[config.mk]
export PLATFORM = sky130hd
export DESIGN_NAME = sram_req_arbiter
export DESIGN_NICKNAME = d
export VERILOG_FILES = /design/src/rtl/sram_req_arbiter.sv
export SDC_FILE = /design/constraint.sdc
export NUM_CORES = 1
export LEC_CHECK = 0
export BUFFER_PORTS_ARGS = -buffer_cell sky130_fd_sc_hd__buf_2
export CAP_MARGIN = 20
export CORE_AREA = 2 2 125 127
export CTS_BUF_LIST = sky130_fd_sc_hd__clkbuf_4
export CTS_CLUSTER_SIZE = 12
export DETAILED_ROUTE_END_ITERATION = 10
export DIE_AREA = 0 0 127 129
export SYNTH_ARGS = -nofsm -noshare
export SYNTH_HDL_FRONTEND = slang
export SYNTH_SLANG_ARGS = --single-unit
[constraint.sdc]
create_clock -name clk -period 2.7 [get_ports clk]
set_input_delay 0.135 -clock clk [delete_from_list [all_inputs] [get_ports clk]]
set_output_delay 0.135 -clock clk [all_outputs]
set_load 0.01 [all_outputs]
[src/rtl/sram_req_arbiter.sv]
// sram_req_arbiter
//   Shares one SRAM-like memory port between instruction fetch (inst_*) and
//   data access (data_*). Requests are arbitrated in IDLE, and a granted
//   request is held (LOCK_I / LOCK_D) until the memory accepts it. In-order
//   responses are routed back using a tag FIFO of depth MAX_OUT
//   (tag 0 = inst, 1 = data).
//
//   Optional build macro: ARB_RR_EN
//     undefined : fixed data-over-inst priority
//     defined   : round-robin between the two sources when both request in
//                 IDLE, tracked by a 1-bit last_grant register

module sram_req_arbiter #(
    parameter int unsigned MAX_OUT = 4
) (
    input  logic        clk,
    input  logic        resetn,

    input  logic        inst_req,
    input  logic        inst_wr,
    input  logic [1:0]  inst_size,
    input  logic [3:0]  inst_wstrb,
    input  logic [31:0] inst_addr,
    input  logic [31:0] inst_wdata,
    output logic        inst_addr_ok,
    output logic        inst_data_ok,
    output logic [31:0] inst_rdata,

    input  logic        data_req,
    input  logic        data_wr,
    input  logic [1:0]  data_size,
    input  logic [3:0]  data_wstrb,
    input  logic [31:0] data_addr,
    input  logic [31:0] data_wdata,
    output logic        data_addr_ok,
    output logic        data_data_ok,
    output logic [31:0] data_rdata,

    output logic        mem_req,
    output logic        mem_wr,
    output logic [1:0]  mem_size,
    output logic [3:0]  mem_wstrb,
    output logic [31:0] mem_addr,
    output logic [31:0] mem_wdata,
    input  logic        mem_addr_ok,
    input  logic        mem_data_ok,
    input  logic [31:0] mem_rdata,

    output logic        busy
);

    // Pointer width covers MAX_OUT slots; count must also represent MAX_OUT.
    localparam int unsigned PW = (MAX_OUT > 1) ? $clog2(MAX_OUT) : 1;
    localparam int unsigned CW = $clog2(MAX_OUT + 1);

    typedef enum logic [1:0] {
        IDLE   = 2'd0,
        LOCK_I = 2'd1,
        LOCK_D = 2'd2
    } state_t;

    state_t          state;
    state_t          state_nxt;

    logic            tag_mem [MAX_OUT];
    logic [PW-1:0]   wr_ptr;
    logic [PW-1:0]   rd_ptr;
    logic [CW-1:0]   count;

    logic            full;
    logic            sel_d;
    logic            push;
    logic            pop;
    logic            head;

`ifdef ARB_RR_EN
    logic            last_grant;
`endif

    assign full = (count == CW'(MAX_OUT));

    // Source selection and next-state: IDLE arbitrates, LOCK_x pins the grant
    always_comb begin
        state_nxt = state;
        mem_req   = 1'b0;
        sel_d     = 1'b0;
        case (state)
            IDLE: begin
                if (!full) begin
`ifdef ARB_RR_EN
                    if (data_req && inst_req) begin
                        mem_req = 1'b1;
                        sel_d   = ~last_grant;
                    end else if (data_req) begin
                        mem_req = 1'b1;
                        sel_d   = 1'b1;
                    end else if (inst_req) begin
                        mem_req = 1'b1;
                        sel_d   = 1'b0;
                    end
`else
                    if (data_req) begin
                        mem_req = 1'b1;
                        sel_d   = 1'b1;
                    end else if (inst_req) begin
                        mem_req = 1'b1;
                        sel_d   = 1'b0;
                    end
`endif
                    if (mem_req && !mem_addr_ok) begin
                        state_nxt = sel_d ? LOCK_D : LOCK_I;
                    end
                end
            end
            LOCK_I: begin
                mem_req = 1'b1;
                sel_d   = 1'b0;
                if (mem_addr_ok) begin
                    state_nxt = IDLE;
                end
            end
            LOCK_D: begin
                mem_req = 1'b1;
                sel_d   = 1'b1;
                if (mem_addr_ok) begin
                    state_nxt = IDLE;
                end
            end
            default: begin
                state_nxt = IDLE;
            end
        endcase
    end

    // Downstream request fields follow the selected source
    always_comb begin
        if (sel_d) begin
            mem_wr    = data_wr;
            mem_size  = data_size;
            mem_wstrb = data_wstrb;
            mem_addr  = data_addr;
            mem_wdata = data_wdata;
        end else begin
            mem_wr    = inst_wr;
            mem_size  = inst_size;
            mem_wstrb = inst_wstrb;
            mem_addr  = inst_addr;
            mem_wdata = inst_wdata;
        end
    end

    // Handshake qualification; addr_ok without a request and data_ok with
    // nothing outstanding are both dropped here
    always_comb begin
        push         = mem_req && mem_addr_ok;
        pop          = mem_data_ok && (count != '0);
        head         = tag_mem[rd_ptr];
        inst_addr_ok = push && !sel_d;
        data_addr_ok = push &&  sel_d;
        inst_data_ok = pop  && !head;
        data_data_ok = pop  &&  head;
        inst_rdata   = mem_rdata;
        data_rdata   = mem_rdata;
        busy         = (count != '0) || (state != IDLE);
    end

    // Arbiter state register
    always_ff @(posedge clk or negedge resetn) begin
        if (!resetn) begin
            state <= IDLE;
        end else begin
            state <= state_nxt;
        end
    end

    // Tag FIFO: pointers wrap naturally since MAX_OUT is a power of two
    always_ff @(posedge clk or negedge resetn) begin
        if (!resetn) begin
            wr_ptr <= '0;
            rd_ptr <= '0;
            for (int unsigned i = 0; i < MAX_OUT; i++) begin
                tag_mem[i] <= 1'b0;
            end
        end else begin
            if (push) begin
                tag_mem[wr_ptr] <= sel_d;
                wr_ptr          <= wr_ptr + 1'b1;
            end
            if (pop) begin
                rd_ptr <= rd_ptr + 1'b1;
            end
        end
    end

    // Outstanding count; simultaneous push and pop leaves it unchanged
    always_ff @(posedge clk or negedge resetn) begin
        if (!resetn) begin
            count <= '0;
        end else begin
            case ({push, pop})
                2'b10:   count <= count + 1'b1;
                2'b01:   count <= count - 1'b1;
                default: count <= count;
            endcase
        end
    end

`ifdef ARB_RR_EN
    // Remember which source was last accepted for round-robin
    always_ff @(posedge clk or negedge resetn) begin
        if (!resetn) begin
            last_grant <= 1'b0;
        end else if (push) begin
            last_grant <= sel_d;
        end
    end
`endif

endmodule

== Word level (Yosys, flattened, before mapping) ==
Cells that the tools add are included.

* Flip-flop bits (word level): 13
* Word-level logic and storage cells: 71

* Add/sub/neg operators: 4
* $lt $le $gt $ge: 3
* Eq/ne operators: 8
* Muxes and demuxes: 28
* Bitwise logic cells: 2
* Reductions and logical operators: 18

{| class="wikitable"
|+ Operators with widths
! operator !! number
|-
| $mux W32 || 2
|-
| $mux W1 || 13
|-
| $mux W2 || 5
|-
| $logic_and A1 B1 Y1 || 8
|-
| $ge A3 B3 Y1 const B || 2
|-
| $not A2 Y3 || 2
|-
| $pmux W3 S2 || 1
|-
| $add A2 B1 Y2 const B || 2
|-
| $bwmux W4 || 1
|-
| $eq A2 B1 Y1 const B || 2
|-
| $eq A2 B2 Y1 const B || 2
|-
| $mux W4 || 1
|-
| $ne A2 B2 Y1 const B || 2
|-
| $pmux W1 S2 || 2
|-
| $pmux W2 S2 || 1
|-
| $reduce_bool A2 Y1 || 2
|-
| $add A3 B1 Y3 const B || 1
|-
| $eq A3 B3 Y1 const B || 1
|-
| $logic_not A1 Y1 || 3
|-
| $lt A3 B1 Y1 const B || 1
|-
| $reduce_and A3 Y1 || 1
|-
| $reduce_bool A3 Y1 || 1
|-
| $sub A3 B1 Y3 const B || 1
|-
| $bmux W1 S2 || 1
|-
| 5 further kinds || 5
|}

== Depth between registers and ports, before layout ==
* Depth in word-level cells: 9
* Depth in mapped cells: 11

== Least setup slack after synthesis ==
No wires, ideal clock.

* Kind: register -> register
* Start point: register state[1]
* End point: register count[1]
* Setup time: 83 ps
* Data arrival time: 2,086 ps
* Path slack: 531 ps
* Stages on the path, launching flop included: 9
* Path buffers: 0
* Period minus slack after synthesis: 2,169 ps
* Cell sequence: dfrtp_1 > ha_1 > nand2b_1 > o32ai_4 > nand2_4 > ha_1 > inv_1 > fa_1 > o21ai_0

* Longest elaborated chain between the ends: 6
* Elaborated cells between the ends (all ways): 10
* Those cells by class: eq/ne (4); mux (2); reduce/logical (4)

{| class="wikitable"
|+ Ends and longest elaborated chain
! element !! line !! source
|-
| start, declared || 62 || <nowiki>state_t state;</nowiki>
|-
| start signal, assigned || 172 || <nowiki>state <= state_nxt;</nowiki>
|-
| $eq A2 B2 Y1 / $eq A2 B1 Y1 (equally long branches) || 87 || <nowiki>case (state)</nowiki>
|-
| $reduce_or A2 Y1 (no line) || n/a ||
|-
| $pmux W1 S2 (*) || 87 ||
|-
| net mem_req || 39 || <nowiki>output logic mem_req,</nowiki>
|-
| $logic_and A1 B1 Y1 (*) || 155 || <nowiki>push = mem_req && mem_addr_ok;</nowiki>
|-
| $eq A2 B1 Y1 / $eq A2 B2 Y1 (equally long branches) || 200 || <nowiki>case ({push, pop})</nowiki>
|-
| $pmux W3 S2 / $reduce_bool A2 Y1 (equally long branches) || n/a ||
|-
| end signal, assigned || 201 || <nowiki>2'b10: count <= count + 1'b1;</nowiki>
|-
| end signal, assigned || 202 || <nowiki>2'b01: count <= count - 1'b1;</nowiki>
|-
| end signal, assigned || 203 || <nowiki>default: count <= count;</nowiki>
|-
| end, declared || 68 || <nowiki>logic [CW-1:0] count;</nowiki>
|}

The timed path passes the listed nets; every way through them passes the cells marked *.
A chain may end at the register's enable or synchronous reset.

== Final worst setup path ==
* Start point: register count[1]
* End point: output port mem_wdata[12]

* Longest elaborated chain between the ends: 4

{| class="wikitable"
|+ Ends and longest elaborated chain
! element !! line !! source
|-
| $eq A3 B3 Y1 || 80 || <nowiki>assign full = (count == CW'(MAX_OUT));</nowiki>
|-
| $mux W1 || 89 || <nowiki>if (!full) begin</nowiki>
|-
| $pmux W1 S2 || 87 ||
|-
| $mux W32 || 137 || <nowiki>if (sel_d) begin</nowiki>
|-
| end, declared || 44 || <nowiki>output logic [31:0] mem_wdata,</nowiki>
|}

No other way between the ends.

==> reports/metrics.cfg <==
[outcome]
status=complete, no violations

[sta]
period_needed_ns=2.27
clock_skew_ns=0.00947
timing.slew.headroom_pct=69.4
rsz0062_at_grt=false
finalMaxSlewViolations=0
setup_slack_ns=0.425
finalSetupViolations=0
tns_ns=0
worst_pin_slew_ns=0.453
period_share_pct=84.2
finalHoldViolCount=0
fmax_ghz=0.440

[place]
dpl.hpwl_um=7650
port_buffers=224
gp_congestion=0.723
place_ws_ns=0.430

[clock_tree]
htreeDepth=1
cts-root-buf=clkbuf_4
ctsResizeCount=0
clk_latency_ns=0.28
cts_sinks=13
postCtsSetupBuffers=0
clkTransAtPathRegs_ns=0.07
cts_tree=yes
numCtsBuffers=3
postCtsHoldBufs=1
cts_buffer_depth=2

[setup_path]
r2r_setup_slack_ns=0.43
crit_buf_inv=2
end_kind=primary output
worstPathRequired_ns=2.57
critPathTopFamily=flip-flops
critical_path.max_fanout=34
arrival_ns=2.14
worstReg2RegStart=state[0]$_DFFE_PN0P_
ff2ff_path_depth=8
reg2reg_to=count[1]$_DFFE_PN0P_
path_class=reg2out
startpoint_type=flop
worstPathCellList=nor3b_4 -> o21ba_4 -> buf_12 -> mux2_4 -> buf_2
slowest_delay_ns=0.44
slowest_stage=dfrtp_1

[global_route]
grt_antenna_before_repair=0
grt_max_degree=35
grt-ovfl-total=0
grt_pass1_vias=1992
grt_pass1_wl_um=11100
gr-usage-all-layers_pct=8.91

[finish]
nNetsFinal=564
antenna_cells=0
drive_gt1_share_pct=83.4
syn2layout_area_growth_pct=31.3

[min_path]
worst_hold_path.num_cells=2
hp-class=in2reg
whs_endpoint=state[0]$_DFFE_PN0P_
min_from=inst_req

[power_and_ir_drop]
powerDensity_nw_per_um2=996
p_total_mw=3.30
peakVddDrop_uv=480
p_leak_nw=1.90

[yosys]
synth_top_area_cell=mux2_4
ys.flop_type=dfrtp_1
ys_seq_area_share_pct=12.9
synth_cells=216
yosys-top-cells-area=mux2_4 42%, buf_4 19%, dfrtp_1 13%
synthArstFlopShare_pct=100
synth_common_cells=70 x mux2_4, 65 x buf_4, 13 x dfrtp_1
ys_ff_latch=13
yosysWarnings=0
synth_nets=405
synth.most_common_cell=mux2_4
syn_avg_cell_area_um2=11.7
synth_edf_count=0
ys_types=29
synth.cell_area_um2=2520
synth_top_area_share_pct=41.6

[drt]
drc=0
vias=2109
finalWirelength_um=8580
routed_via_density=3.75
first_pass_iters=4
dr.first_iter.drc_count=39
drtAntennaViolNets=0
wire_per_inst_um=15.3

[floorplan]
core_area_um2=15000
die_y_um=129
die_area_um2=16400
start_util_pct=16.9
fp.dieW_um=127
rows=45
ioPinCount=321

[job]
drv_cap=0

## report_power, final
part | switching, mW | total [mW] | internal (mW)
Clock | 0.0649 | 0.132 | 0.0673
Combinational | 1.28 | 2.78 | 1.50
Sequential | 0.0966 | 0.395 | 0.298
## cells in the final DEF (no fill, tap or decap), types with 4 or more instances in the layout
| cell | n |
|---|---|
| buf_2 | 224 |
| mux2_4 | 70 |
| dfrtp_1 | 13 |
| inv_1 | 10 |
| ha_1 | 8 |
| nand2_1 | 4 |
| nor2_1 | 4 |
| a31oi_1 | 4 |
| a21oi_2 | 4 |
| xnor2_1 | 4 |
| clkbuf_4 | 4 |
## worst max path at each step
stage                               startpoint                   end  slack [ns]  cells after the start
after floorplan           state[1]$_DFFE_PN0P_  count[1]$_DFFE_PN0P_        0.53                      8
after global placement    state[0]$_DFFE_PN0P_  count[2]$_DFFE_PN0P_        0.48                     10
after detailed placement  state[0]$_DFFE_PN0P_  count[1]$_DFFE_PN0P_        0.43                      9
after CTS                 count[0]$_DFFE_PN0P_         mem_wdata[14]        0.38                      5
after global routing      count[0]$_DFFE_PN0P_         mem_wdata[14]        0.28                      5
final                     count[1]$_DFFE_PN0P_         mem_wdata[12]        0.43                      5
## registers in the layout (all words and copies together), names as in the netlist
signal and flops:
rd_ptr 2, wr_ptr 2, count 3, tag_mem 4, state 2
## per-stage QoR
step | cell area, um^2 | hold slack (ns) | instances | utilization [%]
3_3_place_gp | 3270 | 0.0394 | 557 | 21.9
2_1_floorplan | 2520 | -0.161 | 216 | -
3_5_place_dp | 3270 | 0.0454 | 557 | 21.9
6_report | 3310 | 0.133 | 562 | 22.1
5_1_grt | 3310 | 0.141 | 562 | 22.1
4_1_cts | 3310 | 0.127 | 562 | 22.1
## routing by layer
metal  global-route usage (%)  vias up  part of all wire, %
met5                        0        -                    0
met4                     1.10        0                 0.31
met3                     5.07        8                   14
met2                     14.7      178                   47
met1                     10.4      931                   38
li1                         -      992                    -
## kinds of logic (layout without fill, tap and decap cells)
group / after synthesis / count (layout) / synth area share (%)
mux: 73 / 73 / 43.4
buf+inv: 84 / 242 / 27.6
compound gates: 15 / 15 / 5.30
xor+xnor: 6 / 6 / 2.08
simple gates: 16 / 16 / 3.92
flops: 13 / 13 / 12.9
fa+ha+maj: 9 / 9 / 4.76
## final cells by class
class	instances	area, um^2
multi-input combinational	119	1510
fill	1640	11700
clock buffer	4	30.0
timing repair buffer	228	1180
sequential	13	325
inverter	10	37.5
tap	188	235
Power figures use the tool's default switching activity.
